### src/rtl/rv_ctrl_pkg.sv
// Shared encodings for the multi-cycle RV32I control path: opcodes, FSM states and
// datapath mux/ALU select values.
package rv_ctrl_pkg;

    localparam logic [6:0] OP_R      = 7'b0110011;
    localparam logic [6:0] OP_IMM    = 7'b0010011;
    localparam logic [6:0] OP_LOAD   = 7'b0000011;
    localparam logic [6:0] OP_STORE  = 7'b0100011;
    localparam logic [6:0] OP_BRANCH = 7'b1100011;
    localparam logic [6:0] OP_JAL    = 7'b1101111;
    localparam logic [6:0] OP_JALR   = 7'b1100111;
    localparam logic [6:0] OP_LUI    = 7'b0110111;
    localparam logic [6:0] OP_AUIPC  = 7'b0010111;

    typedef enum logic [2:0] {
        StFetch  = 3'd0,
        StDecode = 3'd1,
        StExec   = 3'd2,
        StMem    = 3'd3,
        StWb     = 3'd4,
        StHalt   = 3'd5
    } state_e;

    localparam logic [1:0] WB_ALU = 2'd0;
    localparam logic [1:0] WB_MEM = 2'd1;
    localparam logic [1:0] WB_PC4 = 2'd2;

    localparam logic [1:0] ALU_A_RS1   = 2'd0;
    localparam logic [1:0] ALU_A_PC    = 2'd1;
    localparam logic [1:0] ALU_A_OLDPC = 2'd2;
    localparam logic [1:0] ALU_A_ZERO  = 2'd3;

    localparam logic [1:0] ALU_B_RS2  = 2'd0;
    localparam logic [1:0] ALU_B_IMM  = 2'd1;
    localparam logic [1:0] ALU_B_FOUR = 2'd2;

    localparam logic [1:0] ALU_OP_ADD = 2'd0;
    localparam logic [1:0] ALU_OP_BR  = 2'd1;
    localparam logic [1:0] ALU_OP_R   = 2'd2;
    localparam logic [1:0] ALU_OP_I   = 2'd3;

    function automatic logic is_legal_op(logic [6:0] op);
        case (op)
            OP_R, OP_IMM, OP_LOAD, OP_STORE, OP_BRANCH,
            OP_JAL, OP_JALR, OP_LUI, OP_AUIPC: is_legal_op = 1'b1;
            default:                           is_legal_op = 1'b0;
        endcase
    endfunction

endpackage

### src/rtl/mem_timeout_cnt.sv
// Counts cycles a memory request waits without completion; expire flags the last
// allowed waiting cycle.
module mem_timeout_cnt #(
    parameter int unsigned TIMEOUT = 16
) (
    input  logic clk,
    input  logic reset,
    input  logic clear,
    input  logic inc,
    output logic expire
);

    logic [7:0] cnt_q;

    always_ff @(posedge clk) begin
        if (reset || clear) begin
            cnt_q <= 8'd0;
        end else if (inc) begin
            cnt_q <= cnt_q + 8'd1;
        end
    end

    assign expire = inc && (cnt_q == 8'(TIMEOUT - 1));

endmodule

### src/rtl/multicycle_ctrl.sv
// Main control FSM of the multi-cycle RV32I core: sequences fetch/decode/exec/mem/wb
// and decodes per-cycle datapath strobes.
module multicycle_ctrl
    import rv_ctrl_pkg::*;
#(
    parameter int unsigned TIMEOUT = 16
) (
    input  logic       clk,
    input  logic       reset,
    input  logic [6:0] opcode,
    input  logic [2:0] funct3,
    input  logic       br_taken,
    input  logic       mem_ready,
    output logic       mem_req,
    output logic       mem_we,
    output logic       iord,
    output logic       ir_write,
    output logic       pc_write,
    output logic       pc_src,
    output logic       reg_write,
    output logic [1:0] wb_sel,
    output logic [1:0] alu_a_sel,
    output logic [1:0] alu_b_sel,
    output logic [1:0] alu_op,
    output logic       illegal,
    output logic       bus_error,
    output logic [2:0] state_dbg
);

    state_e state_q;
    logic   illegal_q;
    logic   bus_error_q;
    logic   expire;

    // funct3 only feeds the ALU decoder downstream; sequencing ignores it.
    logic unused_funct3;
    assign unused_funct3 = ^funct3;

    // mem_req is low outside FETCH/MEM, so this also clears on every state change.
    mem_timeout_cnt #(
        .TIMEOUT (TIMEOUT)
    ) u_timeout (
        .clk    (clk),
        .reset  (reset),
        .clear  (!mem_req || mem_ready),
        .inc    (mem_req && !mem_ready),
        .expire (expire)
    );

    always_ff @(posedge clk) begin
        if (reset) begin
            state_q     <= StFetch;
            illegal_q   <= 1'b0;
            bus_error_q <= 1'b0;
        end else begin
            unique case (state_q)
                StFetch: begin
                    if (mem_ready) begin
                        state_q <= StDecode;
                    end else if (expire) begin
                        bus_error_q <= 1'b1;
                        state_q     <= StHalt;
                    end
                end
                StDecode: begin
                    if (is_legal_op(opcode)) begin
                        state_q <= StExec;
                    end else begin
                        illegal_q <= 1'b1;
                        state_q   <= StHalt;
                    end
                end
                StExec: begin
                    case (opcode)
                        OP_LOAD, OP_STORE: state_q <= StMem;
                        OP_BRANCH:         state_q <= StFetch;
                        default:           state_q <= StWb;
                    endcase
                end
                StMem: begin
                    if (mem_ready) begin
                        state_q <= (opcode == OP_LOAD) ? StWb : StFetch;
                    end else if (expire) begin
                        bus_error_q <= 1'b1;
                        state_q     <= StHalt;
                    end
                end
                StWb:    state_q <= StFetch;
                StHalt:  state_q <= StHalt;
                default: state_q <= StHalt;
            endcase
        end
    end

    always_comb begin
        mem_req   = 1'b0;
        mem_we    = 1'b0;
        iord      = 1'b0;
        ir_write  = 1'b0;
        pc_write  = 1'b0;
        pc_src    = 1'b0;
        reg_write = 1'b0;
        wb_sel    = WB_ALU;
        alu_a_sel = ALU_A_RS1;
        alu_b_sel = ALU_B_RS2;
        alu_op    = ALU_OP_ADD;
        illegal   = 1'b0;
        bus_error = 1'b0;
        state_dbg = 3'd0;
        if (!reset) begin
            illegal   = illegal_q;
            bus_error = bus_error_q;
            state_dbg = state_q;
            unique case (state_q)
                StFetch: begin
                    mem_req   = 1'b1;
                    alu_a_sel = ALU_A_PC;
                    alu_b_sel = ALU_B_FOUR;
                    if (mem_ready) begin
                        ir_write = 1'b1;
                        pc_write = 1'b1;
                    end
                end
                StDecode: begin
                    // Precompute old_pc + imm as the branch/JAL target.
                    alu_a_sel = ALU_A_OLDPC;
                    alu_b_sel = ALU_B_IMM;
                end
                StExec: begin
                    case (opcode)
                        OP_R: alu_op = ALU_OP_R;
                        OP_IMM: begin
                            alu_b_sel = ALU_B_IMM;
                            alu_op    = ALU_OP_I;
                        end
                        OP_LOAD, OP_STORE: alu_b_sel = ALU_B_IMM;
                        OP_BRANCH: begin
                            alu_op   = ALU_OP_BR;
                            pc_write = br_taken;
                            pc_src   = 1'b1;
                        end
                        OP_JAL: begin
                            pc_write = 1'b1;
                            pc_src   = 1'b1;
                        end
                        OP_JALR: begin
                            alu_b_sel = ALU_B_IMM;
                            pc_write  = 1'b1;
                        end
                        OP_LUI: begin
                            alu_a_sel = ALU_A_ZERO;
                            alu_b_sel = ALU_B_IMM;
                        end
                        OP_AUIPC: begin
                            alu_a_sel = ALU_A_OLDPC;
                            alu_b_sel = ALU_B_IMM;
                        end
                        default: ;
                    endcase
                end
                StMem: begin
                    mem_req = 1'b1;
                    iord    = 1'b1;
                    mem_we  = (opcode == OP_STORE);
                end
                StWb: begin
                    reg_write = 1'b1;
                    case (opcode)
                        OP_LOAD:         wb_sel = WB_MEM;
                        OP_JAL, OP_JALR: wb_sel = WB_PC4;
                        default:         wb_sel = WB_ALU;
                    endcase
                end
                StHalt:  ;
                default: ;
            endcase
        end
    end

endmodule

### config.mk
export PLATFORM = sky130hd
export DESIGN_NAME = multicycle_ctrl
export DESIGN_NICKNAME = d
export VERILOG_FILES = /design/src/rtl/rv_ctrl_pkg.sv /design/src/rtl/mem_timeout_cnt.sv /design/src/rtl/multicycle_ctrl.sv
export SDC_FILE = /design/constraint.sdc
export NUM_CORES = 1
export LEC_CHECK = 0
export CAP_MARGIN = 20
export CORE_MARGIN = 4
export CORE_UTILIZATION = 38
export DETAILED_ROUTE_END_ITERATION = 10
export DONT_BUFFER_PORTS = 1
export PLACE_DENSITY_LB_ADDON = 0.05
export SLEW_MARGIN = 20
export SYNTH_ARGS = -nofsm -noshare
export SYNTH_HDL_FRONTEND = slang
export SYNTH_HIERARCHICAL = 1
export SYNTH_SLANG_ARGS = --single-unit
### constraint.sdc
create_clock -name clk -period 2.6 [get_ports clk]
set_input_delay 0.52 -clock clk [delete_from_list [all_inputs] [get_ports clk]]
set_output_delay 0.52 -clock clk [all_outputs]
set_load 0.01 [all_outputs]
==> results.yml <==
timing:
  min_period_over_period_pct: 86.1
  max_freq_mhz: 447
  finalClockSkew_ns: 0.00386
  fin_ws_ns: 0.362
  worst_pin_slew_ns: 0.563
  finalCriticalPeriod_ns: 2.24
  slew_headroom_pct: 61.9
  hold_slack_ns: 0.344
  maxSlewViolCount: 0
  setup_viol_count_final: 0
  setup-tns-final_ns: 0
  hold_violations: 0
  rsz0062_at_grt: "no"
global_route:
  grt.total_usage_pct: 15.1
  grt_max_degree: 13
  grt_pass1_vias: 895
  overflow: 0
  grt_pass1_wl_um: 4220
  grt_antenna_before_repair: 0
yosys:
  synthTopCellsByArea: "dfxtp_1, nor2_1, nor2b_1, buf_6, nand2_1"
  yosysSeqAreaShare_pct: 24.9
  synth_cell_type_count: 50
  synth-seq-cells: 13
  synth_area_sq_um: 1050
  synth.avg_cell_area_sq_um: 7.99
  syn-num-nets: 146
  netlist_instances: 131
  synth_edf_count: 0
  async_reset_ff_share_pct: 0
  synth.largest_area_cell: "dfxtp_1"
  ys.flop_type: "dfxtp_1"
  ys_warn_count: 6
  synthDominantCellAreaShare_pct: 24.9
routing:
  first_pass_iters: 4
  route.vias.total: 922
  wire_per_inst_um: 15.2
  wl_met2_um: 1020
  wl_met1_um: 1260
  totalWireLength_um: 2450
  wl_met3_um: 152
  top_layer_used: "met4"
  drc: 0
  ant_nets: 0
  drt_iter0_markers: 53
  avgViaCountPerCell: 5.73
cts:
  clkTransAtPathRegs_ns: 0.08
  htree_levels: 1
  cts_buffers: 3
  clock_latency_ns: 0.27
  root_buffer: "clkbuf_4"
  tritoncts: "yes"
  postCtsSetupBuffers: 0
  ctsResizeCount: 0
  cts_sinks: 13
  cts_hold_buf: 0
  clock_path_buffers: 2
power:
  irDropWorstVdd_uv: 321
  power_density_nw_per_um2: 562
  p_switching_mw: 0.225
  clock_power_share_pct: 20.3
  p_total_mw: 0.600
  sw_frac_of_total_pct: 37.4
  seq_power_share_pct: 40.6
  p_comb_share_pct: 39.1
  internal-power_mw: 0.376
  leakage_nw: 0.412
finish:
  final_core_util_pct: 42.0
  layout-drive-gt1-share_pct: 13.0
  fin_nets: 147
  multi_input_area_sq_um: 703
  fill_cells: 273
  fin_area_sq_um: 1070
  instances_no_fill: 161
  area_growth_pct: 2.03
  seq_area_sq_um: 260
  diodes: 0
setup_path:
  cp_max_fo: 9
  critPathLaunchType: "register"
  reg2reg_slack_ns: 0.36
  worst-endpoint-arrival_ns: 2.42
  critPathCaptureType: "register"
  critical_path_class: "reg -> reg"
  required_ns: 2.78
place:
  post-place-cells: 157
  gp_congestion: 0.736
  place_ws_ns: 0.257
  placement.io_buffers: 0
  post-dp-hpwl_um: 1880
  postPlaceCellArea_sq_um: 1040
floorplanning:
  start_util_pct: 41.2
  rows: 18
  dieArea_sq_um: 3660
  dieWidth_um: 60.5
  core_sq_um: 2540
  io_pins: 34
  die_h_um: 60.5
status:
  status: "completed"
job:
  cap_violations: 0
hold_path:
  hp-class: "in -> reg"
state kept, by name, indices dropped and copies added, names as in the netlist:
register / count
bus_error_q: 1
state_q: 3
illegal_q: 1
u_timeout/cnt_q: 8
worst max-delay path: stages (launching register included):
cell	delay, ns
dfxtp_1	0.39
or2_1	0.37
nor4_4	0.33
nand4_2	0.18
nor2_1	0.36
nor2_1	0.08
o21a_1	0.18
o41ai_2	0.26
final cells by class:
| cell class | count | share of cell area [%] |
|---|---|---|
| clock buffers | 4 | 2.46 |
| well taps | 30 | 3.51 |
| inverters | 3 | 1.05 |
| flip-flops and latches | 13 | 24.4 |
| multi-input cells | 107 | 65.8 |
| repair buffers | 4 | 2.81 |
layer usage:
| layer | GRT usage (%) | vias to the layer above |
|---|---|---|
| met5 | 0 | - |
| met4 | 3.72 | 0 |
| met3 | 4.26 | 2 |
| li1 | - | 474 |
| met1 | 22.2 | 429 |
| met2 | 21.6 | 17 |
synth_stat cells, types with 2 or more instances:
cell      number
nor3_1         4
nand2_1        9
and3_1         5
nor2b_1        8
o21ai_1        2
a21o_1         3
xnor2_1        2
o21ai_0        6
nand4_1        2
and3b_1        2
a21oi_1        6
nand4_2        2
o21a_1         2
xor2_1         3
nor2_1        18
dfxtp_1       13
nand2b_1       2
buf_6          4
or3_1          2
o41ai_2        2
inv_1          3
nor4_1         2
a211oi_1       2
cells in the final DEF (no fill, tap or decap), types with 2 or more instances in the layout:
master	n
or3_1	2
o21ai_1	2
and3b_1	2
o41ai_2	2
a21oi_1	6
o21a_1	2
nand2_1	9
nor3_1	4
a211oi_1	2
nand4_2	2
nand2b_1	2
nand4_1	2
xor2_1	3
clkbuf_4	3
buf_4	4
a21o_1	3
xnor2_1	2
inv_1	3
nor2b_1	8
nor4_1	2
dfxtp_1	13
o21ai_0	6
nor2_1	18
and3_1	5
power by group through the flow:
stage,sequential (mW),combinational (mW),clock (mW)
3_5_place_dp,0.248,0.237,0
6_report,0.244,0.235,0.122
2_1_floorplan,0.232,0.225,0
4_1_cts,0.243,0.238,0.131
3_3_place_gp,0.248,0.236,0
5_1_grt,0.249,0.262,0.144
worst paths after layout:
kind	startpoint	end	cells past startpoint
hold reg to reg	u_timeout/cnt_q[6]$_SDFFE_PP0P_	u_timeout/cnt_q[6]$_SDFFE_PP0P_	2
hold / removal	reset	state_q[0]$_SDFF_PP0_	1
setup / recovery	state_q[2]$_SDFF_PP0_	state_q[0]$_SDFF_PP0_	7
setup reg to reg	state_q[2]$_SDFF_PP0_	state_q[0]$_SDFF_PP0_	7
cells by family after synthesis:
family	synth area share, %
AND/OR/NAND/NOR	41.9
AO/OA/AOI/OAI	18.9
flip-flops	24.9
buffers and inverters	8.00
XOR/XNOR	4.18
multiplexers	0.956
adder cells (fa/ha/maj)	1.19
No activity file was read; power rests on OpenSTA's default activity.
